File: config.mk
export PLATFORM = sky130hd
export DESIGN_NAME = fetch_prefetch
export DESIGN_NICKNAME = d
export VERILOG_FILES = /design/src/rtl/fetch_prefetch.sv
export SDC_FILE = /design/constraint.sdc
export NUM_CORES = 1
export LEC_CHECK = 0
export ABC_AREA = 1
export ABC_CLOCK_PERIOD_IN_PS = 4600
export BUFFER_PORTS_ARGS = -buffer_cell sky130_fd_sc_hd__buf_2
export CAP_MARGIN = 20
export CELL_PAD_IN_SITES_DETAIL_PLACEMENT = 1
export CELL_PAD_IN_SITES_GLOBAL_PLACEMENT = 2
export CORE_MARGIN = 2
export CORE_UTILIZATION = 25
export DETAILED_ROUTE_END_ITERATION = 8
export GPL_TIMING_DRIVEN = 0
export PLACE_DENSITY_LB_ADDON = 0.1
export SETUP_SLACK_MARGIN = 0.3
export SYNTH_ARGS = -nofsm -noshare
export SYNTH_HDL_FRONTEND = slang
export SYNTH_SLANG_ARGS = --single-unit
File: constraint.sdc
create_clock -name clk_i -period 4.6 [get_ports clk_i]
set_clock_uncertainty 0.15 [all_clocks]
set_input_delay 0.69 -clock clk_i [delete_from_list [all_inputs] [get_ports clk_i]]
set_output_delay 0.69 -clock clk_i [all_outputs]
set_load 0.05 [all_outputs]
File: src/rtl/fetch_prefetch.sv
// Instruction fetch unit: pipelined Wishbone read master feeding a prefetch FIFO toward DECODE.
// Outstanding requests plus queued entries never exceed FIFO_DEPTH, so the FIFO cannot overflow.
module fetch_prefetch #(
    parameter int unsigned ADDR_WIDTH = 16,
    parameter int unsigned DATA_WIDTH = 16,
    parameter int unsigned FIFO_DEPTH = 4
) (
    input  logic                  clk_i,
    input  logic                  rstn_i,
    output logic                  wb_cyc_o,
    output logic                  wb_stb_o,
    input  logic                  wb_stall_i,
    output logic [ADDR_WIDTH-1:0] wb_addr_o,
    input  logic                  wb_ack_i,
    input  logic [DATA_WIDTH-1:0] wb_data_i,
    output logic                  dc_valid_o,
    input  logic                  dc_ready_i,
    output logic [ADDR_WIDTH-1:0] dc_addr_o,
    output logic [DATA_WIDTH-1:0] dc_inst_o,
    input  logic                  dc_valid_i,
    input  logic [ADDR_WIDTH-1:0] dc_pc_i
);

    localparam int unsigned PTR_W = (FIFO_DEPTH > 1) ? $clog2(FIFO_DEPTH) : 1;
    localparam int unsigned CNT_W = $clog2(FIFO_DEPTH + 1);
    localparam int unsigned SUM_W = CNT_W + 1;

    typedef enum logic [1:0] {
        S_IDLE  = 2'd0,
        S_ABORT = 2'd1,
        S_RUN   = 2'd2
    } state_e;

    typedef struct packed {
        logic [ADDR_WIDTH-1:0] addr;
        logic [DATA_WIDTH-1:0] inst;
    } entry_t;

    state_e                state_q, state_d;
    logic                  stb_q, stb_d;
    logic [ADDR_WIDTH-1:0] addr_q, addr_d;
    logic [ADDR_WIDTH-1:0] pc_q, pc_d;
    logic [ADDR_WIDTH-1:0] resp_q, resp_d;
    logic [CNT_W-1:0]      outst_q, outst_d;
    logic [CNT_W-1:0]      count_q, count_d;
    logic [PTR_W-1:0]      wr_ptr_q, wr_ptr_d;
    logic [PTR_W-1:0]      rd_ptr_q, rd_ptr_d;
    logic                  dc_valid_q, dc_valid_d;
    entry_t                head_q, head_d;
    entry_t                mem_q [FIFO_DEPTH];

    logic                  run;
    logic                  accept;
    logic                  push;
    logic                  pop;
    entry_t                push_entry;
    logic [CNT_W-1:0]      remain;
    logic [SUM_W-1:0]      used_d;

    // State register
    always_ff @(posedge clk_i or negedge rstn_i) begin
        if (!rstn_i) begin
            state_q <= S_IDLE;
        end else begin
            state_q <= state_d;
        end
    end

    // Next-state: a redirect always passes through one ABORT cycle with the bus idle
    always_comb begin
        state_d = state_q;
        if (dc_valid_i) begin
            state_d = S_ABORT;
        end else begin
            case (state_q)
                S_IDLE:  state_d = S_IDLE;
                S_ABORT: state_d = S_RUN;
                S_RUN:   state_d = S_RUN;
                default: state_d = S_IDLE;
            endcase
        end
    end

    // Outputs and per-cycle handshake events; a redirect masks strobe and acks immediately
    always_comb begin
        run        = (state_q == S_RUN);
        wb_stb_o   = stb_q & ~dc_valid_i;
        wb_cyc_o   = wb_stb_o | (outst_q != '0);
        wb_addr_o  = addr_q;
        accept     = run & wb_stb_o & ~wb_stall_i;
        push       = run & wb_cyc_o & wb_ack_i & (outst_q != '0) & ~dc_valid_i;
        pop        = dc_valid_q & dc_ready_i;
        push_entry = {resp_q, wb_data_i};
        dc_valid_o = dc_valid_q;
        dc_addr_o  = head_q.addr;
        dc_inst_o  = head_q.inst;
    end

    // Datapath next values: credit accounting, FIFO pointers and the registered head
    always_comb begin
        stb_d      = stb_q;
        addr_d     = addr_q;
        pc_d       = pc_q;
        resp_d     = resp_q;
        outst_d    = outst_q;
        count_d    = count_q;
        wr_ptr_d   = wr_ptr_q;
        rd_ptr_d   = rd_ptr_q;
        dc_valid_d = dc_valid_q;
        head_d     = head_q;
        remain     = count_q - CNT_W'(pop);
        used_d     = '0;

        if (dc_valid_i) begin
            stb_d      = 1'b0;
            pc_d       = dc_pc_i;
            resp_d     = dc_pc_i;
            outst_d    = '0;
            count_d    = '0;
            wr_ptr_d   = '0;
            rd_ptr_d   = '0;
            dc_valid_d = 1'b0;
        end else begin
            outst_d = outst_q + CNT_W'(accept) - CNT_W'(push);
            count_d = count_q + CNT_W'(push) - CNT_W'(pop);
            if (push) begin
                wr_ptr_d = wr_ptr_q + PTR_W'(1);
                resp_d   = resp_q + ADDR_WIDTH'(1);
            end
            if (pop) begin
                rd_ptr_d = rd_ptr_q + PTR_W'(1);
            end
            if (remain != '0) begin
                head_d = mem_q[rd_ptr_d];
            end else if (push) begin
                head_d = push_entry;
            end
            dc_valid_d = (count_d != '0);

            used_d = SUM_W'(count_d) + SUM_W'(outst_d);
            if (state_d == S_RUN) begin
                if (run && stb_q && wb_stall_i) begin
                    stb_d = 1'b1;
                end else if (used_d < SUM_W'(FIFO_DEPTH)) begin
                    stb_d  = 1'b1;
                    addr_d = pc_q;
                    pc_d   = pc_q + ADDR_WIDTH'(1);
                end else begin
                    stb_d = 1'b0;
                end
            end
        end
    end

    always_ff @(posedge clk_i or negedge rstn_i) begin
        if (!rstn_i) begin
            stb_q      <= 1'b0;
            addr_q     <= '0;
            pc_q       <= '0;
            resp_q     <= '0;
            outst_q    <= '0;
            count_q    <= '0;
            wr_ptr_q   <= '0;
            rd_ptr_q   <= '0;
            dc_valid_q <= 1'b0;
            head_q     <= '0;
        end else begin
            stb_q      <= stb_d;
            addr_q     <= addr_d;
            pc_q       <= pc_d;
            resp_q     <= resp_d;
            outst_q    <= outst_d;
            count_q    <= count_d;
            wr_ptr_q   <= wr_ptr_d;
            rd_ptr_q   <= rd_ptr_d;
            dc_valid_q <= dc_valid_d;
            head_q     <= head_d;
        end
    end

    // Queue storage needs no reset; occupancy is tracked by count_q
    always_ff @(posedge clk_i) begin
        if (push) begin
            mem_q[wr_ptr_q] <= push_entry;
        end
    end

endmodule
* Word level (Yosys, flattened, before mapping) *
Memories as Yosys holds them, arrays and structs flattened.
Index checks and enable logic that the tools add are counted.

word-level totals
  memory bits (read-only) = 0
  memories kept = 1
  memory bits (writable) = 128
  bits in registers = 94
  latch bits = 0

memory list
  name   depth  bits a word  read ports  clocked after Yosys merged registers in  write ports  line  RTL
  mem_q  4      32           1           0                                        1            50    entry_t mem_q [FIFO_DEPTH];

operators by class
  add/sub/neg operators = 10
  divide/modulo/power cells = 0
  eq/ne operators = 4
  shift-type cells = 0
  bitwise operators = 12
  order comparisons = 1
  multipliers = 0
  reduce and logical (&&, ||, !) cells = 13
  muxes and demuxes = 24

operators by type and width
  cell                     count
  $mux W16                 6
  $mux W32                 2
  $add A16 B1 Y16 const B  2
  $mux W2                  7
  $reduce_bool A3 Y1       3
  $sub A3 B1 Y3            3
  $and A1 B1 Y1            8
  $reduce_bool A2 Y1       4
  $mux W1                  7
  $add A3 B1 Y3            2
  $mux W3                  2
  $add A2 B1 Y2 const B    2
  $add A3 B3 Y4            1
  $eq A2 B2 Y1 const B     2
  $lt A4 B3 Y1 const B     1
  $reduce_and A4 Y1        1
  $not A1 Y1               3
  $reduce_and A3 Y1        1
  $eq A2 B1 Y1 const B     1
  $logic_and A1 B1 Y1      2
  $ne A2 B2 Y1 const B     1
  $reduce_and A2 Y1        1
  $reduce_or A2 Y1         1
  $or A1 B1 Y1             1

* Longest topological paths before layout *
Gate-level depths: netlist (run 1).

  depth in word-level cells = 15
  mapped depth = 25

* Worst setup path after synthesis (run 1) *
No wires, ideal clock.

  path type = input port to flip-flop
  start point = input dc_valid_i
  end point = register addr_q[11], in the netlist wb_addr_o[11]
  buffers on the path = 2
  required time = 4.323 ns
  setup time = 0.127 ns
  stages = 21
  arrival = 4.008 ns
  path slack = 0.314 ns
  cells stage by stage = buf_4 -> nor2_1 -> nand3b_1 -> ha_1 -> inv_1 -> ha_1 -> inv_1 -> fa_1 -> xor2_1 -> xor2_1 -> inv_1 -> ha_1 -> inv_1 -> nand2_1 -> nor2_1 -> nand2_1 -> nor2_4 -> inv_2 -> buf_2 -> nand2_1 -> o21ai_0

on the way
  word-level cells in the longest chain between the ends = 12
  elaborated cells on any way between the ends = 18

RTL lines
  element                        line  RTL
  from (decl)                    20    input logic dc_valid_i,
  $not A1 Y1 (no line) *         --
  $and A1 B1 Y1 *                87    wb_stb_o = stb_q & ~dc_valid_i;
  named net wb_stb_o             11    output logic wb_stb_o,
  $or A1 B1 Y1                   88    wb_cyc_o = wb_stb_o | (outst_q != '0);
  $and A1 B1 Y1 (4 in a row)     91    push = run & wb_cyc_o & wb_ack_i & (outst_q != '0) & ~dc_valid_i;
  $add A3 B1 Y3                  125   count_d = count_q + CNT_W'(push) - CNT_W'(pop);
  $sub A3 B1 Y3                  125
  $add A3 B3 Y4 *                140   used_d = SUM_W'(count_d) + SUM_W'(outst_d);
  $lt A4 B3 Y1 *                 144   end else if (used_d < SUM_W'(FIFO_DEPTH)) begin
  $reduce_and A4 Y1 (no line) *  --
  to (signal assigned)           169   addr_q <= addr_d;
  to (decl)                      41    logic [ADDR_WIDTH-1:0] addr_q, addr_d;

Mark *: on every way through the listed nets, which the timed path passes. The rest lies on a longest branch.
A chain may end at the register's enable or synchronous reset.

* Worst setup path after layout (run 1) *
  start point = register state_q[0]
  end point = register addr_q[12], in the netlist wb_addr_o[12]

on the way
  word-level cells in the longest chain between the ends = 10
  elaborated cells on any way between the ends = 22

RTL lines
  element                        line    RTL
  from (decl)                    39      state_e state_q, state_d;
  from (signal assigned)         65      state_q <= state_d;
  $eq A2 B2 Y1                   75, 86
  $and A1 B1 Y1 (4 in a row)     91
  $add A3 B1 Y3                  125
  $sub A3 B1 Y3                  125
  $add A3 B3 Y4                  140
  $lt A4 B3 Y1                   144
  $reduce_and A4 Y1 (no line) *  --

Mark *: on every way between the ends. The rest lies on a longest branch, timed or not.

==> summary.txt, run 1 <==
Clock tree
  – H-tree depth: 1
  – CTS tree: done
  – Worst-path clk slew: 0.05 ns
  – CTS sink cnt: 222
  – Num CTS Buffers: 30
  – Clock root buffer master: clkbuf_16
  – Skew-Pair Late Insertion Delay: 0.58 ns
  – CTS max path bufs: 3

Yosys
  – Post-synth EDFFs: 128
  – Synthesized flop and latch total: 222
  – Top cell type's share of synthesized area: 0.3679
  – Cell variety after synth: 32
  – Main synth FF type: edfxtp_1
  – Syn. warnings: 0
  – Synthesized Nets: 1,189
  – Synth Area per Inst: 9.205 µm²
  – Synth top cells by count: nand2_1, nand3_1, edfxtp_1
  – Area contributors post-synth: edfxtp_1, dfrtp_1, nand2_1, nand3_1, inv_1
  – Top-count cell post-synth: nand2_1
  – Mapped Cells: 1,135
  – Synthesized cell area: 10,450 µm²
  – Seq/Total Area, Yosys: 0.5931
  – Largest area contributor in the netlist: edfxtp_1
  – Asr flop ratio synth: 0.4234

STA
  – FMAX: 250.1 MHz
  – RSZ-0062 raised after global routing: false
  – Fin crit share: 0.8693
  – Max-slew headroom: 0.4730
  – Setup violators final: 0
  – Min cycle time layout: 3.999 ns
  – Slew Limit Fails: 0
  – Final hold vios: 0
  – Setup ws final: 0.6014 ns
  – Least-Margin Pin Slew: 0.7887 ns

Min path
  – Hold/Removal Path Class: primary input to flip-flop
  – Hold path cells: 1
  – Worst Hold End: state_q[0]
  – HP Start: dc_valid_i

Setup path
  – Setup crit end kind: flip-flop
  – Worst reg2reg endpoint: wb_addr_o[12]
  – Critical Path Source Type: flip-flop
  – Largest stage delay on the critical path: 0.37 ns
  – Slowest stage cell, crit path: dfrtp_1
  – CP Class: flip-flop to flip-flop
  – Top fanout value on the critical path: 10
  – Reg2reg path depth: 25
  – Critical path data required time: 4.89 ns
  – R2r setup slk: 0.60 ns
  – Most common cell on crit path: inv_1
  – Arr. time, crit path: 4.28 ns
  – Worst r2r src: state_q[0]
  – CP Buf/Inv Count: 9
  – Cell family with most CP delay: adder cells

Place
  – Final GP Congestion: 0.7077
  – Place WS: -0.2944 ns
  – Detailed Place HPWL: 23,890 µm
  – Placed instance area: 11,710 µm²
  – Port buffer count: 88
  – Dpl cells: 1,760

Detailed routing
  – Antenna viol nets, final: 0
  – Routed WL: 34,600 µm
  – Via/cell ratio: 4.405
  – Number of detailed-route iterations in the first pass: 4
  – Iter 0 DRT Violations: 254
  – Remaining DRCs: 0
  – Vias: 8,056
  – Wire per inst: 18.92 µm

Floorplan
  – Die Y: 208.4 µm
  – Die width: 208.4 µm
  – Die area: 43,440 µm²
  – Total core area: 41,020 µm²
  – Initial Util: 0.2547
  – FP Rows: 74
  – Ports: 89

GRT
  – Initial antenna violation count: 0
  – GRT Util Overall: 0.1610
  – Vias in the first global route: 8,472
  – First-pass GRT wire length: 52,880 µm
  – Largest net degree at the start of global routing: 56
  – Global route overflow: 0

Final layout
  – Fillers: 4,787
  – Area delta synth->final: 22.69%
  – Fin util: 0.3125
  – Post-Layout Inst Area: 12,820 µm²
  – Layout cells sized above 1: 0.1750
  – Fin nets: 1,327
  – Non-filler cells in the finished layout: 1,829
  – Ant. Diodes: 0

Power
  – LEAKAGE: 5.815 nW
  – Peak VDD IR: 0.2703 mV
  – Post-route total power: 7.928 mW
  – PwrDens: 618.5 nW/µm²

Flow run
  – MaxCap Viol Count: 0

Status
  – Status: complete, no violations
-- power breakdown --
part	internal [mW]	switching, mW
clock	1.33	0.910
combinational	0.842	2.18
sequential	2.43	0.239
total	4.60	3.33
-- final cells by class --
type | instances | area [µm²] | area share
clock inverter | 13 | 97.59 | 0.007613
timing repair buffer | 106 | 669.4 | 0.05222
sequential | 222 | 6196 | 0.4834
tap | 532 | 665.6 | 0.05193
buffer | 54 | 336.6 | 0.02626
inverter | 125 | 474.2 | 0.03699
multi-input combinational | 734 | 3530 | 0.2754
clock buffer | 43 | 849.6 | 0.06628
-- registers in the layout (all words and copies together), names as in the netlist --
register,count
count_q,3
dc_addr_o,16
dc_inst_o,16
dc_valid_o,1
mem_q,128
outst_q,3
pc_q,16
rd_ptr_q,2
resp_q,16
state_q,2
stb_q,1
wb_addr_o,16
wr_ptr_q,2
-- worst max path at each step --
stage	startpoint	end	slack, ns	cells past startpoint
floorplan	dc_valid_i	wb_addr_o[11]	0.31	21
global placement	dc_valid_i	mem_q[2][13]	-0.48	7
detailed placement	wb_ack_i	pc_q[12]	-0.29	21
CTS	state_q[0]	wb_addr_o[10]	0.31	24
global route	state_q[0]	wb_addr_o[14]	0.29	25
finish	state_q[0]	wb_addr_o[12]	0.60	25
-- routing by layer --
metal,routed length (µm),GRT usage,up-vias
met2,17280,0.2889,98
met5,0,0,-
met4,664,0.03448,0
met3,1012,0.02506,49
met1,15650,0.2037,3913
li1,-,-,3996
-- cell usage in the layout, fill, tap and decap left out, types with 2 or more instances in the layout --
master     Yosys  final
o211ai_1       5      5
nand4_1       11     11
nand3b_1      33     33
inv_1        120    119
xor2_1         6      6
a21oi_1       12     12
clkbuf_8       0      5
o21ai_0       45     39
buf_16         0      3
clkbuf_1       4     12
nor2_2         1      2
nand3_1      144    144
clkbuf_16      0     30
nand2_2        4      5
o21a_1         2      2
buf_6          4      6
clkinv_2       0      5
o21ai_1       16     22
clkinv_1       0      5
buf_2         38    121
a31oi_1        4      4
buf_12         0      3
dfrtp_1       94     94
ha_1          14     13
or2_2          2      2
a21oi_2        2      2
buf_4          8     22
edfxtp_1     128    128
nor3_1         2      2
nor2_4         1      6
nand2_1      356    355
inv_2          5      5
nor2_1        68     62
-- worst reg2reg max path, delay by kind of cell (launching register included) --
family | cells | cell delay (ns)
adder cells (fa/ha/maj) | 5 | 1.17
buffers and inverters | 9 | 0.89
AND/OR/NAND/NOR | 8 | 0.82
XOR/XNOR | 2 | 0.43
flip-flops | 1 | 0.37
AO/OA/AOI/OAI | 1 | 0.07
-- what timing repair did --
action,in CTS,in global routing
endpoints found under the setup margin,32,32
endpoints found under the hold margin,39,0
pin swaps,2,6
hold buffers,1,0
gates resized for setup,8,16
setup buffers,5,7
-- through the flow --
stage | setup TNS, ns | hold slack, ns
after detailed placement | -7.455 | 0.3088
after CTS | 0 | 0.07275
after global routing | 0 | 0.08612
after global placement | -44.18 | 0.3098
after floorplan | 0 | 0.2444
final | 0 | 0.1078
-- kinds of logic (layout without fill, tap and decap cells) --
group | Yosys count | after routing | synth area share
AND/OR/NAND/NOR | 625 | 625 | 0.2618
flip-flops | 222 | 222 | 0.5931
buffers and inverters | 179 | 341 | 0.07461
AO/OA/AOI/OAI | 87 | 87 | 0.04491
adder cells (fa/ha/maj) | 16 | 16 | 0.02060
XOR/XNOR | 6 | 6 | 0.005030
(Power assumes the default switching activity.)
==> run 2, diff against run 1 <==
--- a/config.mk
+++ b/config.mk
@@ -11,8 +11,9 @@
 export CAP_MARGIN = 20
 export CELL_PAD_IN_SITES_DETAIL_PLACEMENT = 1
 export CELL_PAD_IN_SITES_GLOBAL_PLACEMENT = 2
+export CORE_ASPECT_RATIO = 0.75
 export CORE_MARGIN = 2
-export CORE_UTILIZATION = 25
+export CORE_UTILIZATION = 35
 export DETAILED_ROUTE_END_ITERATION = 8
 export GPL_TIMING_DRIVEN = 0
 export PLACE_DENSITY_LB_ADDON = 0.1
==> run 2 against run 1 <==
Via count is 1.4% higher. Worst hold slack worse by 0.096 ns. First-iteration DRC count grew 68%. Count of clock-buffer cells in the layout shrank 12. Power fell by 5.0%. Critical path depth is the same. Combinational power fell by 3%. Core utilization increased by 11 points. Sequential share of layout area up 1.7 points. Routed wire length down 7.4%. Critical endpoint is now wb_addr_o[13]. Largest power group unchanged.
==> summary.txt, run 2 (synthesis gave the netlist of run 1 again) <==
Status
  – Status: complete, no violations

Clock tree
  – Clock root buffer master: clkbuf_16
  – CTS tree: done
  – Num CTS Buffers: 25
  – CTS sink cnt: 222
  – Worst-path clk slew: 0.06 ns
  – Skew-Pair Late Insertion Delay: 0.53 ns
  – Hold Buf Count CTS: 0
  – CTS max path bufs: 3
  – H-tree depth: 1

Setup path
  – Worst reg2reg endpoint: wb_addr_o[13]
  – Largest stage delay on the critical path: 0.37 ns
  – Slowest stage cell, crit path: fa_1
  – Critical path data required time: 4.84 ns
  – Critical Path Source Type: flip-flop
  – CP Class: flip-flop to flip-flop
  – Arr. time, crit path: 4.28 ns
  – Setup crit end kind: flip-flop
  – Top fanout value on the critical path: 10
  – Cell family with most CP delay: adder cells
  – Reg2reg path depth: 25
  – R2r setup slk: 0.56 ns
  – Most common cell on crit path: inv_1
  – Worst r2r src: state_q[0]
  – CP Buf/Inv Count: 9

Power
  – Sw Ratio: 0.4248
  – LEAKAGE: 5.680 nW
  – Peak VDD IR: 0.4226 mV
  – Switching power total: 3.201 mW
  – P_int: 4.334 mW
  – Gate power share: 0.387
  – PwrDens: 607.9 nW/µm²
  – Sequential power share: 0.355
  – Clock Power Share: 0.258

Place
  – Port buffer count: 88
  – Dpl cells: 1,620
  – Final GP Congestion: 0.7841
  – Placed instance area: 11,530 µm²
  – Detailed Place HPWL: 22,750 µm
  – Place WS: 0.01534 ns

Final layout
  – Ant. Diodes: 0
  – Non-filler cells in the finished layout: 1,669
  – Most frequent cells in the layout: nand2_1, nand3_1, edfxtp_1
  – Fin nets: 1,313
  – Layout cells sized above 1: 0.1652
  – Reg area: 6196 µm²
  – Multi-input logic area: 3532 µm²
  – Most common cell after layout, fill and taps aside: nand2_1
  – Area delta synth->final: 18.63%
  – Biggest register: mem_q
  – Fillers: 3,386
  – Max reg flops: 128
  – Post-Layout Inst Area: 12,390 µm²

Floorplan
  – FP Rows: 54
  – Ports: 89
  – Die area: 31,260 µm²
  – Die width: 203.5 µm
  – Total core area: 29,260 µm²
  – Initial Util: 0.3571
  – Die Y: 153.6 µm

Detailed routing
  – Remaining DRCs: 0
  – Wire per inst: 19.20 µm
  – Routed WL: 32,050 µm
  – Via/cell ratio: 4.894
  – Number of detailed-route iterations in the first pass: 6
  – Vias: 8,168
  – Iter 0 DRT Violations: 427
  – Antenna viol nets, final: 0

STA
  – Slew Limit Fails: 0
  – Final hold vios: 0
  – RSZ-0062 raised after global routing: true
  – Max-slew headroom: 0.5650
  – FMAX: 247.4 MHz
  – Setup violators final: 0
  – Min cycle time layout: 4.042 ns
  – Fin crit share: 0.8787
  – Least-Margin Pin Slew: 0.6510 ns
  – Setup ws final: 0.5580 ns

GRT
  – Largest net degree at the start of global routing: 59
  – Global route overflow: 0
  – Vias in the first global route: 8,418
  – GRT Util Overall: 0.2110
  – Initial antenna violation count: 1
  – First-pass GRT wire length: 50,510 µm

Min path
  – Hold/Removal Path Class: primary input to asynchronous set/reset pin

Flow run
  – MaxCap Viol Count: 0
-- run 2: cell types whose count changed in the layout (fill, tap and decap cells not counted), moves of 2 or more --
cell,before,now
clkbuf_1,12,9
clkbuf_16,30,25
clkbuf_4,0,2
buf_4,22,13
clkinvlp_4,1,3
clkbuf_8,5,1
-- run 2: area by class of cell --
type | instances | area share
plain buffers | 54 | 0.02645
flip-flops and latches | 222 | 0.4999
clock inverters | 14 | 0.009893
inverters | 125 | 0.03806
multi-input cells | 734 | 0.2850
clock buffers | 31 | 0.05310
repair buffers | 97 | 0.04805
well taps | 392 | 0.03957
-- run 2: repair_timing --
action                                  4_1_cts  5_1_grt
setup buffers                                 1        3
endpoints found under the setup margin       28       32
pin swaps                                     1        3
gates resized for setup                       2       19
-- run 2: power by group through the flow --
stage,sequential (mW),clock [mW],combinational [mW]
floorplan,3.39,0,1.31
global placement,2.70,0,2.87
detailed placement,2.71,0,2.92
CTS,2.68,1.99,2.94
global route,2.73,2.07,3.24
finish,2.67,1.94,2.92
-- run 2: layer usage --
metal,global-route usage,up-vias,part of all wire
met1,0.3215,4029,0.51
li1,-,3965,-
met4,0.03754,2,0.014
met2,0.3205,138,0.43
met5,0,-,0.00041
met3,0.03158,34,0.042
-- run 2: worst register-to-register path, stage by stage (launching register included) --
cell and delay (ns):
dfrtp_1 0.36, inv_1 0.09, ha_4 0.17, nand2_2 0.09
nor2_8 0.14, nand2_2 0.08, buf_6 0.16, buf_6 0.18
ha_1 0.29, inv_1 0.05, ha_1 0.13, inv_1 0.05
fa_1 0.37, xor2_1 0.17, xor2_1 0.22, inv_1 0.07
ha_1 0.26, inv_1 0.05, nand2_1 0.08, nor2_2 0.11
nand2_2 0.09, nor2_4 0.18, inv_4 0.09, buf_6 0.15
nand2_1 0.06, o21ai_0 0.07
-- run 2: worst max-delay path by stage --
stage,startpoint,end,slack [ns],depth (start not counted)
after floorplan,dc_valid_i,wb_addr_o[11],0.31,21
after global placement,dc_valid_i,mem_q[0][30],-0.25,7
after detailed placement,wb_ack_i,wb_addr_o[12],0.02,21
after CTS,state_q[0],wb_addr_o[12],0.32,25
after global routing,state_q[0],wb_addr_o[13],0.28,25
final,state_q[0],wb_addr_o[13],0.56,25
-- run 2: through the flow --
stage | hold WS [ns] | power, mW | setup TNS (ns) | utilization
2_1_floorplan | 0.2444 | 4.700 | 0 | -
3_3_place_gp | 0.3083 | 5.574 | -14.17 | 0.3889
3_5_place_dp | 0.3123 | 5.626 | 0 | 0.3942
4_1_cts | 0.02221 | 7.609 | 0 | 0.4214
5_1_grt | 0.03736 | 8.037 | 0 | 0.4237
6_report | 0.01181 | 7.535 | 0 | 0.4237
